**src/rtl/e203_exu_longp_wbck_sched.sv**
```systemverilog
// e203_exu_longp_wbck_sched: buffers LSU/NICE long-pipe results by itag and retires them in OITF order
// to the register file or to the exception port.
module e203_exu_longp_wbck_sched #(
    parameter int OITF_DEPTH = 2,
    parameter int ITAG_W     = 1,
    parameter int XLEN       = 32
) (
    input  logic              clk,
    input  logic              rst_n,
    input  logic              lsu_wbck_i_valid,
    output logic              lsu_wbck_i_ready,
    input  logic [XLEN-1:0]   lsu_wbck_i_wdat,
    input  logic [ITAG_W-1:0] lsu_wbck_i_itag,
    input  logic              lsu_wbck_i_err,
    input  logic              nice_wbck_i_valid,
    output logic              nice_wbck_i_ready,
    input  logic [XLEN-1:0]   nice_wbck_i_wdat,
    input  logic [ITAG_W-1:0] nice_wbck_i_itag,
    input  logic              nice_wbck_i_err,
    input  logic              oitf_empty,
    input  logic [ITAG_W-1:0] oitf_ret_ptr,
    input  logic [4:0]        oitf_ret_rdidx,
    input  logic              oitf_ret_rdwen,
    input  logic [XLEN-1:0]   oitf_ret_pc,
    output logic              oitf_ret_ena,
    output logic              rf_wbck_o_valid,
    input  logic              rf_wbck_o_ready,
    output logic [XLEN-1:0]   rf_wbck_o_wdat,
    output logic [4:0]        rf_wbck_o_rdidx,
    output logic              excp_o_valid,
    input  logic              excp_o_ready,
    output logic [XLEN-1:0]   excp_o_pc,
    output logic [ITAG_W:0]   buf_occ
);
    localparam int OW = ITAG_W + 1;

    logic [OITF_DEPTH-1:0] slot_vld;
    logic [OITF_DEPTH-1:0] slot_err;
    logic [XLEN-1:0]       slot_wdat [OITF_DEPTH];
    logic lsu_acc, nice_acc, cand, cand_err;

    // A NICE write colliding with a same-tag LSU write yields to the LSU.
    assign lsu_wbck_i_ready  = ~slot_vld[lsu_wbck_i_itag];
    assign nice_wbck_i_ready = ~slot_vld[nice_wbck_i_itag]
                             & ~(lsu_wbck_i_valid & (lsu_wbck_i_itag == nice_wbck_i_itag));
    assign lsu_acc  = lsu_wbck_i_valid & lsu_wbck_i_ready;
    assign nice_acc = nice_wbck_i_valid & nice_wbck_i_ready;

    assign cand            = ~oitf_empty & slot_vld[oitf_ret_ptr];
    assign cand_err        = slot_err[oitf_ret_ptr];
    assign excp_o_valid    = cand & cand_err;
    assign excp_o_pc       = oitf_ret_pc;
    assign rf_wbck_o_valid = cand & ~cand_err & oitf_ret_rdwen;
    assign rf_wbck_o_wdat  = slot_wdat[oitf_ret_ptr];
    assign rf_wbck_o_rdidx = oitf_ret_rdidx;
    assign oitf_ret_ena    = cand & (cand_err ? excp_o_ready : (~oitf_ret_rdwen | rf_wbck_o_ready));

    // Retire and accept never target the same slot: accept needs it empty, retire needs it full.
    always_ff @(posedge clk or negedge rst_n) begin
        if (!rst_n) begin
            slot_vld <= '0;
            buf_occ  <= '0;
        end else begin
            for (int i = 0; i < OITF_DEPTH; i++) begin
                if (oitf_ret_ena && oitf_ret_ptr == ITAG_W'(i)) slot_vld[i] <= 1'b0;
                if (lsu_acc && lsu_wbck_i_itag == ITAG_W'(i)) slot_vld[i] <= 1'b1;
                if (nice_acc && nice_wbck_i_itag == ITAG_W'(i)) slot_vld[i] <= 1'b1;
            end
            buf_occ <= buf_occ + OW'(lsu_acc) + OW'(nice_acc) - OW'(oitf_ret_ena);
        end
    end

    always_ff @(posedge clk) begin
        if (lsu_acc) begin
            slot_wdat[lsu_wbck_i_itag] <= lsu_wbck_i_wdat;
            slot_err[lsu_wbck_i_itag]  <= lsu_wbck_i_err;
        end
        if (nice_acc) begin
            slot_wdat[nice_wbck_i_itag] <= nice_wbck_i_wdat;
            slot_err[nice_wbck_i_itag]  <= nice_wbck_i_err;
        end
    end
endmodule

```
**config.mk**
```make
export PLATFORM = sky130hd
export DESIGN_NAME = e203_exu_longp_wbck_sched
export DESIGN_NICKNAME = d
export VERILOG_FILES = /design/src/rtl/e203_exu_longp_wbck_sched.sv
export SDC_FILE = /design/constraint.sdc
export NUM_CORES = 1
export LEC_CHECK = 0
export CAP_MARGIN = 20
export CELL_PAD_IN_SITES_DETAIL_PLACEMENT = 0
export CELL_PAD_IN_SITES_GLOBAL_PLACEMENT = 2
export CORE_MARGIN = 10
export CORE_UTILIZATION = 27
export CTS_CLUSTER_SIZE = 28
export DETAILED_ROUTE_END_ITERATION = 12
export PLACE_DENSITY_LB_ADDON = 0.1
export SLEW_MARGIN = 20
export SYNTH_ARGS = -nofsm -noshare
export SYNTH_HDL_FRONTEND = slang
export SYNTH_SLANG_ARGS = --single-unit
```
**constraint.sdc**
```tcl
create_clock -name clk -period 7.5 [get_ports clk]
set_clock_uncertainty 0.1 [all_clocks]
set_input_delay 1.5 -clock clk [delete_from_list [all_inputs] [get_ports clk]]
set_output_delay 1.5 -clock clk [all_outputs]
set_load 0.01 [all_outputs]
```
==> results of run 1 <==
how the worst min path moves through the flow:
| stage | startpoint | to | slack [ns] | cells after the start |
|---|---|---|---|---|
| after global placement | buf_occ[1] | buf_occ[1] | 0.36 | 1 |
| after floorplan | slot_err[1] | slot_err[1] | 0.39 | 2 |
| after global routing | buf_occ[1] | buf_occ[1] | 0.40 | 1 |
| after CTS | buf_occ[1] | buf_occ[1] | 0.38 | 1 |
| after detailed placement | buf_occ[1] | buf_occ[1] | 0.37 | 1 |
| final | buf_occ[1] | buf_occ[1] | 0.38 | 1 |
cells in the mapped netlist:
| cell type | number |
|---|---|
| a21o_1 | 1 |
| buf_4 | 40 |
| ha_1 | 1 |
| mux2_1 | 33 |
| nand3_1 | 2 |
| buf_2 | 6 |
| nand2b_1 | 3 |
| o32a_1 | 1 |
| nor3_4 | 1 |
| dfrtp_1 | 4 |
| nor2_1 | 6 |
| and2_1 | 2 |
| nand2_1 | 4 |
| xnor2_1 | 1 |
| nand4_1 | 1 |
| nor2b_1 | 1 |
| a22oi_1 | 2 |
| clkbuf_1 | 1 |
| mux2_2 | 64 |
| inv_1 | 4 |
| fa_1 | 1 |
| and4b_1 | 1 |
| dfxtp_1 | 2 |
| a21oi_1 | 2 |
| a31o_2 | 1 |
| a221o_1 | 1 |
| nor3_1 | 1 |
| nor2b_2 | 1 |
| or2_2 | 1 |
| mux2i_1 | 4 |
| xor2_1 | 1 |
| o21ai_0 | 1 |
| edfxtp_1 | 64 |
metrics by stage:
step | utilization, % | power [mW]
after global placement | 35.2 | 0.732
after global routing | 38.2 | 1.23
final | 38.2 | 1.17
after CTS | 38.2 | 1.20
after floorplan | - | 0.624
after detailed placement | 35.9 | 0.741
registers in the layout, indices dropped and copies added, names as in the netlist:
register   count
buf_occ        2
slot_err       2
slot_vld       2
slot_wdat     64
placed cells by master, fill, tap and decap left out, drive strengths merged:
cell type,Yosys,final
a21o,1,1
a21oi,2,2
a221o,1,1
a22oi,2,2
a31o,1,1
and2,2,2
and4b,1,1
buf,46,6
bufinv,0,2
clkbuf,1,10
clkdlybuf4s50,0,114
clkinv,0,3
clkinvlp,0,1
dfrtp,4,4
dfxtp,2,2
edfxtp,64,64
fa,1,1
ha,1,1
inv,4,4
mux2,97,97
mux2i,4,4
nand2,4,4
nand2b,3,3
nand3,2,2
nand4,1,1
nor2,6,6
nor2b,2,2
nor3,2,2
o21ai,1,1
o32a,1,1
or2,1,1
xnor2,1,1
xor2,1,1
critical path: cells and delay by family:
| kind | cells | cell delay [ns] |
|---|---|---|
| buffers and inverters | 2 | 1.26 |
| multiplexers | 2 | 0.55 |
| AND/OR/NAND/NOR | 1 | 0.14 |
layout make-up:
class | instances | area [sq um]
repair buffers | 120 | 1260
flip-flops and latches | 70 | 2060
inverters | 4 | 15.0
well taps | 180 | 225
clock buffers | 10 | 229
multi-input cells | 138 | 1410
clock inverters | 6 | 86.3
fillers | 1323 | 8550
logic make-up (layout without fill, tap and decap cells):
family,Yosys count,after routing,synth area share [%]
AO/OA/AOI/OAI,9,9,1.75
XOR/XNOR,2,2,0.461
adder cells (fa/ha/maj),2,2,0.857
buffers and inverters,51,140,9.19
flip-flops,70,70,54.3
multiplexers,101,101,29.8
AND/OR/NAND/NOR,24,24,3.62
routing by layer:
layer | wire, um | track usage (%)
met5 | 0 | 0
met4 | 144 | 3.77
met3 | 685 | 3.80
met2 | 5080 | 17.9
met1 | 3870 | 11.0
power breakdown:
| part | switching (mW) | leakage (nW) | internal, mW |
|---|---|---|---|
| clock network | 0.157 | 0.152 | 0.290 |
| logic | 0.0976 | 1.03 | 0.141 |
| registers | 0.0172 | 0.645 | 0.470 |
| total | 0.272 | 1.83 | 0.901 |
==> impl_metrics.csv, run 1 <==
group,metric,value,unit
run_status,status,"completed",
cts,ctsHoldBuffers,0,
critical_path,cpMostUsedCell,"mux2i_1",
sta,worstMarginPinSlew,0.918,ns
cts,cts-root-buf,"clkbuf_16",
finish,drive_gt1_share,26.4,%
die,rows,43,
die,io_pins,190,
synthesis,ys_warn_count,0,
cts,htreeDepth,3,
detailed_routing,ant_nets,0,
critical_path,cp-startpoint,"oitf_ret_ptr",
sta,timing.setup.tns,0,ns
global_route,grt_usage,10.2,%
place,place_inst,512,
die,dieHeight,139,um
sta,setup_viol,0,
cts,clock_sink_count,70,
place,place_hpwl,7100,um
cts,postCtsSetupBuffers,0,
critical_path,r2r_end,"slot_wdat[0][1]",
critical_path,worstSetupEndpointType,"output pin",
finish,synthToLayoutAreaGrowth,39.0,%
critical_path,path_cells,"buf_2, mux2i_1, mux2i_1, nor2_1, clkdlybuf4s50_1",
synthesis,syn_area_per_cell,14.7,sq um
detailed_routing,drt-initial-drc-count,59,
die,core-area,13800,sq um
detailed_routing,drc,0,
place,port-buffer-count,115,
detailed_routing,wirelength,9790,um
cts,cts_tree,"done",
global_route,grt_pass1_wl,15300,um
sta,whs,0.376,ns
finish,final_nets,459,
finish,antenna_cells,0,
finish,design_area,5280,sq um
detailed_routing,drtPass1Iterations,4,
finish,fin_cells,528,
detailed_routing,avgRoutedWirePerCell,18.5,um
critical_path,crit_path_start_kind,"input pin",
critical_path,ff2ff_path_depth,3,
job,maxCapViolations,0,
sta,max_freq,0.198,GHz
sta,max-slew-margin-rel,38.8,%
die,start_util,27.5,%
place,placed_cell_area,4960,sq um
global_route,grt_antenna_before_repair,0,
synthesis,synth_cells,259,
global_route,grt_max_degree,36,
cts,worstSkewPairLatency,0.33,ns
synthesis,ys_types,33,
critical_path,rrSetupSlack,5.05,ns
synthesis,yosys-top-cells-area,"edfxtp_1 (51%), mux2_2 (19%), mux2_1 (9.8%)",
synthesis,synth_nets,375,
critical_path,slowest_stage,"buf_2",
sta,finalHoldViolCount,0,
synthesis,yosysTopAreaCellShare,50.6,%
place,place_ws,2.35,ns
cts,max-clock-path-buffers,2,
pwr,p_leak,1.83,nW
sta,drv_slew,0,
sta,rsz0062_at_grt,"false",
cts,post_cts_resize_count,0,
cts,path_clk_slew,0.06,ns
sta,fin_ws,2.45,ns
critical_path,crit_required,5.90,ns
sta,final.min_clock_period,5.05,ns
detailed_routing,vias,2326,
synthesis,yosys.area.top_type,"edfxtp_1",
cts,cts_buffers,9,
global_route,grt_pass1_vias,2702,
synthesis,syn-cell-area,3800,sq um
synthesis,synth-seq-cells,70,
die,dieWidth,139,um
global_route,gr-total-overflow,0,
pwr,irDropWorstVdd,0.000121,V
detailed_routing,viasPerCell,4.41,
critical_path,crit_type,"in -> out",
die,die_area,19200,sq um
critical_path,crit_path_max_fanout,35,
synthesis,ys_seq_area_share,54.3,%
pwr,cellPowerDensity,222,nW/um^2
min_path,min_path_type,"reg -> reg",
critical_path,reg2reg_from,"slot_vld[0]",
critical_path,endpoint,"oitf_ret_ena",
critical_path,worstPathArrival,3.45,ns
sta,fin_crit_sh,67.3,%
critical_path,cpPeakStageDelay,0.69,ns
place,place.gp.congestion,0.695,
(Power assumes the default switching activity.)
==> run 2, diff against run 1 <==
--- a/config.mk
+++ b/config.mk
@@ -9,7 +9,7 @@
 export CELL_PAD_IN_SITES_DETAIL_PLACEMENT = 0
 export CELL_PAD_IN_SITES_GLOBAL_PLACEMENT = 2
 export CORE_MARGIN = 10
-export CORE_UTILIZATION = 27
+export CORE_UTILIZATION = 23
 export CTS_CLUSTER_SIZE = 28
 export DETAILED_ROUTE_END_ITERATION = 12
 export PLACE_DENSITY_LB_ADDON = 0.1
==> constraint.sdc (replaced) <==
create_clock -name clk -period 4.5 [get_ports clk]
set_clock_uncertainty 0.1 [all_clocks]
set_input_delay 0.9 -clock clk [delete_from_list [all_inputs] [get_ports clk]]
set_output_delay 0.9 -clock clk [all_outputs]
set_load 0.01 [all_outputs]
==> run 2 against run 1 <==
Sequential cell count did not move. Global-route usage fell by 0.64 points. Sequential share of layout area rose by 0.17 points. Sequential power rose by 67%. Clock-buffer cell count fell by 1. Hold slack improved by 0.0021 ns. Final cell count rose by 7.0%. Via count rose by 0.26%. First-iteration DRC count rose by 36%. Final area fell by 0.43%. Highest routed layer unchanged. Routed wire length rose by 6.6%. Clock power rose by 69%.
==> impl_metrics.csv, run 2 (synthesis gave the netlist of run 1 again) <==
group,metric,value,unit
place,port-buffer-count,115,
cts,postCtsSetupBuffers,0,
critical_path,worstPathArrival,2.63,ns
cts,cts_tree,"done",
sta,max_freq,0.276,GHz
place,placed_cell_area,4940,sq um
finish,drive_gt1_share,26.6,%
pwr,p_int,1.49,mW
place,place_inst,549,
place,place_hpwl,7340,um
die,core-area,16100,sq um
cts,worstSkewPairLatency,0.33,ns
finish,largest_register_ffs,64,
detailed_routing,avgRoutedWirePerCell,18.5,um
cts,post_cts_resize_count,0,
die,start_util,23.6,%
detailed_routing,wirelength,10400,um
global_route,grt_usage,9.61,%
global_route,gr-total-overflow,0,
critical_path,crit_path_max_fanout,20,
critical_path,crit_type,"in -> out",
sta,worstMarginPinSlew,0.861,ns
cts,ctsHoldBuffers,0,
cts,max-clock-path-buffers,2,
cts,htreeDepth,3,
pwr,power.switching,466,uW
finish,final_cell_mix,"clkdlybuf4s50_1 (114), mux2_2 (64), edfxtp_1 (64)",
detailed_routing,drtPass1Iterations,4,
pwr,clock_power_share,38.6,%
finish,fin_cells,565,
sta,drv_slew,0,
global_route,grt_antenna_before_repair,0,
cts,clock_sink_count,70,
critical_path,crit_required,3.50,ns
critical_path,slowest_stage,"clkdlybuf4s50_1",
pwr,p_leak,1.81,nW
finish,antenna_cells,0,
global_route,grt_max_degree,34,
pwr,p_sw_share,23.8,%
detailed_routing,drc,0,
finish,layout_commonest_cell,"clkdlybuf4s50_1",
finish,top_register,"slot_wdat",
pwr,cellPowerDensity,372,nW/um^2
detailed_routing,vias,2332,
die,dieHeight,148,um
critical_path,path_cells,"buf_2, mux2i_1, mux2i_1, nor2_1, clkdlybuf4s50_1",
pwr,seq_power_share,41.5,%
cts,cts-root-buf,"clkbuf_16",
die,die_area,22000,sq um
sta,final.min_clock_period,3.63,ns
die,rows,46,
sta,setup_viol,0,
sta,finalHoldViolCount,0,
pwr,power.total,1.96,mW
sta,max-slew-margin-rel,42.5,%
pwr,irDropWorstVdd,0.000189,V
die,dieWidth,148,um
cts,cts_buffers,9,
global_route,grt_pass1_wl,15900,um
global_route,grt_pass1_vias,2724,
critical_path,cpPeakStageDelay,0.58,ns
sta,rsz0062_at_grt,"false",
critical_path,cpMostUsedCell,"mux2i_1",
die,io_pins,190,
critical_path,worstSetupEndpointType,"output pin",
pwr,combPwrFrac,19.9,%
place,place.gp.congestion,0.666,
critical_path,crit_path_start_kind,"input pin",
min_path,min_path_type,"reg -> reg",
finish,final_nets,460,
job,maxCapViolations,0,
cts,path_clk_slew,0.06,ns
sta,fin_crit_sh,80.6,%
run_status,status,"completed",
detailed_routing,viasPerCell,4.13,
detailed_routing,ant_nets,0,
sta,timing.setup.tns,0,ns
finish,synthToLayoutAreaGrowth,38.5,%
finish,fillers,1568,
finish,design_area,5260,sq um
detailed_routing,drt-initial-drc-count,80,
-- run 2: cell type report --
type                    instances  area, sq um  share of cell area (%)
flip-flops and latches         70         2060                    39.2
multi-input cells             138         1410                    26.7
repair buffers                121         1190                    22.7
well taps                     216          270                    5.14
clock buffers                   9          225                    4.28
clock inverters                 7         87.6                    1.67
inverters                       4         15.0                   0.286
-- run 2: layer usage --
layer	up-vias	GRT usage, %	routed length [um]
li1	1100	-	-
met1	1139	10.2	4180
met2	81	16.8	5390
met3	12	4.25	747
met4	0	2.68	119
met5	-	0	0
-- run 2: final timing paths --
path | from | end | slack [ns] | cells after the start
min | buf_occ[1] | buf_occ[1] | 0.38 | 1
min reg2reg | buf_occ[1] | buf_occ[1] | 0.38 | 1
max reg2reg | slot_vld[1] | slot_wdat[1][30] | 1.94 | 4
min in group asynchronous | rst_n | buf_occ[1] | 0.69 | 1
max | oitf_ret_ptr | oitf_ret_ena | 0.87 | 5
max in group asynchronous | rst_n | slot_vld[1] | 3.42 | 1
-- run 2: stage by stage --
stage	utilization, %	worst slack [ns]	hold WS (ns)
finish	32.7	0.871	0.378
floorplan	-	1.38	0.389
detailed placement	30.8	0.817	0.365
global route	32.7	0.644	0.405
CTS	32.7	0.796	0.380
global placement	30.8	0.830	0.363
-- run 2: power by group through the flow --
stage / sequential (mW) / combinational (mW) / clock [mW]
after CTS: 0.813 / 0.402 / 0.782
after global placement: 0.828 / 0.399 / 0
after detailed placement: 0.827 / 0.398 / 0
after floorplan: 0.824 / 0.217 / 0
final: 0.813 / 0.389 / 0.756
after global routing: 0.820 / 0.430 / 0.807
-- run 2: worst max-delay path: cells and delay by family --
family	cells	cell delay, ns
buffers and inverters	2	1.00
multiplexers	2	0.52
AND/OR/NAND/NOR	1	0.20
==> run 3, diff against run 2 <==
==> constraint.sdc (replaced) <==
create_clock -name clk -period 3 [get_ports clk]
set_clock_uncertainty 0.1 [all_clocks]
set_input_delay 0.6 -clock clk [delete_from_list [all_inputs] [get_ports clk]]
set_output_delay 0.6 -clock clk [all_outputs]
set_load 0.01 [all_outputs]
==> run 3 against run 2 <==
Utilization increased by 0.83 points. Critical path type unchanged. Sequential cell count stayed put. Sequential share of layout area decreased by 0.97 points. Final area grew 2.5%. Register-to-register slack got worse by 1.2 ns. Die area unchanged. Critical endpoint is now nice_wbck_i_ready. Hold slack is essentially flat. Combinational power is 58% higher. Sequential power rose by 50%. Worst setup slack got worse by 0.75 ns. Power grew 50%.
==> impl_metrics.csv, run 3 (synthesis gave the netlist of run 1 again) <==
group,metric,value,unit
sta,finalHoldViolCount,0,
global_route,gr-total-overflow,0,
die,dieHeight,148,um
detailed_routing,drt-initial-drc-count,38,
critical_path,crit_required,2.30,ns
detailed_routing,wirelength,10400,um
critical_path,crit_type,"in -> out",
critical_path,cpMostUsedCell,"clkdlybuf4s50_1",
cts,max-clock-path-buffers,2,
critical_path,crit_path_start_kind,"input pin",
global_route,grt_pass1_wl,15500,um
cts,htreeDepth,3,
die,start_util,23.6,%
cts,cts_tree,"done",
critical_path,cp-startpoint,"lsu_wbck_i_valid",
global_route,grt_pass1_vias,2665,
die,dieWidth,148,um
critical_path,worstSetupEndpointType,"output pin",
pwr,clock_power_share,37.5,%
cts,cts_buffers,9,
die,core-area,16100,sq um
critical_path,rrSetupSlack,0.74,ns
sta,fin_ws,0.120,ns
pwr,p_leak,1.87,nW
die,rows,46,
detailed_routing,drtPass1Iterations,4,
sta,setup_viol,0,
sta,final.min_clock_period,2.88,ns
critical_path,r2r_end,"buf_occ[1]",
critical_path,worstPathArrival,2.18,ns
critical_path,ff2ff_path_depth,7,
pwr,seq_power_share,41.5,%
critical_path,endpoint,"nice_wbck_i_ready",
place,place.gp.congestion,0.687,
run_status,status,"completed",
pwr,combPwrFrac,20.9,%
job,maxCapViolations,0,
global_route,grt_antenna_before_repair,0,
critical_path,reg2reg_from,"slot_vld[0]",
place,placed_cell_area,5090,sq um
critical_path,crit_path_max_fanout,5,
detailed_routing,viasPerCell,4.13,
sta,worstMarginPinSlew,0.607,ns
finish,final_nets,468,
global_route,grt_max_degree,33,
pwr,irDropWorstVdd,0.000301,V
global_route,grt_usage,9.48,%
sta,max-slew-margin-rel,59.4,%
die,io_pins,190,
cts,ctsHoldBuffers,0,
finish,top_register,"slot_wdat",
cts,cts-root-buf,"clkbuf_16",
cts,clock_sink_count,70,
detailed_routing,drc,0,
sta,max_freq,0.347,GHz
detailed_routing,ant_nets,0,
cts,postCtsSetupBuffers,0,
critical_path,path_cells,"clkdlybuf4s50_1, nor2b_2, nor3_1, or2_2, clkdlybuf4s50_1",
finish,design_area,5390,sq um
finish,drive_gt1_share,28.1,%
pwr,cellPowerDensity,545,nW/um^2
critical_path,cpPeakStageDelay,0.53,ns
pwr,p_sw_share,23.1,%
sta,drv_slew,0,
finish,antenna_cells,0,
finish,final_cell_mix,"clkdlybuf4s50_1 (114), mux2_2 (64), edfxtp_1 (64)",
place,port-buffer-count,115,
finish,largest_register_ffs,64,
pwr,p_int,2.26,mW
sta,fin_crit_sh,96.0,%
place,place_hpwl,7420,um
critical_path,slowest_stage,"clkdlybuf4s50_1",
sta,timing.setup.tns,0,ns
detailed_routing,vias,2360,
sta,rsz0062_at_grt,"false",
cts,worstSkewPairLatency,0.33,ns
cts,path_clk_slew,0.05,ns
finish,layout_commonest_cell,"clkdlybuf4s50_1",
detailed_routing,avgRoutedWirePerCell,18.1,um
finish,utilization,33.6,%
cts,post_cts_resize_count,0,
pwr,power.switching,680,uW
min_path,min_path_type,"reg -> reg",
finish,synthToLayoutAreaGrowth,42.0,%
place,place_ws,0.122,ns
die,die_area,22000,sq um
==> run 3: changes by cell type in the layout (fill, tap and decap cells not counted), sizes merged <==
| cell | change |
|---|---|
| clkinv | -1 |
| buf | +8 |
| inv | -1 |
| clkbuf | +1 |
==> run 3: layout make-up <==
class                      count  area, sq um
clock buffer                  10          229
clock inverter                 5         75.1
fill                        1582        10700
inverter                       4         15.0
multi-input combinational    138         1410
sequential                    70         2060
tap                          216          270
timing repair buffer         129         1330
==> run 3: per-layer routing <==
| layer | wire [um] | track usage, % |
|---|---|---|
| met5 | 0 | 0 |
| met2 | 5340 | 16.3 |
| met3 | 750 | 4.61 |
| met4 | 116 | 2.97 |
| met1 | 4160 | 10.0 |
==> run 3: critical path, delay by kind of cell <==
kind                   cells  cell delay [ns]
buffers and inverters      2             1.01
and+or+nand+nor            3             0.56
==> run 3: metrics by stage <==
step / total power, mW / hold slack (ns) / cells
2_1_floorplan: 1.56 / 0.204 / 259
3_3_place_gp: 1.87 / 0.366 / 556
3_5_place_dp: 1.87 / 0.366 / 557
4_1_cts: 3.00 / 0.381 / 572
5_1_grt: 3.10 / 0.386 / 572
6_report: 2.94 / 0.378 / 572
==> run 3: worst min-delay path by stage <==
stage                     startpoint     endpoint  slack, ns  cells after the start
after floorplan                rst_n   buf_occ[0]       0.20                      0
after global placement    buf_occ[1]   buf_occ[1]       0.37                      1
after detailed placement  buf_occ[1]   buf_occ[1]       0.37                      1
after CTS                 buf_occ[1]   buf_occ[1]       0.38                      1
after global routing           rst_n  slot_vld[0]       0.39                      1
final                     buf_occ[1]   buf_occ[1]       0.38                      1
==> run 3: power groups by stage <==
stage / clock [mW] / combinational, mW / sequential, mW
floorplan: 0 / 0.325 / 1.24
global placement: 0 / 0.628 / 1.24
detailed placement: 0 / 0.631 / 1.24
CTS: 1.14 / 0.636 / 1.22
global route: 1.18 / 0.680 / 1.23
finish: 1.10 / 0.616 / 1.22
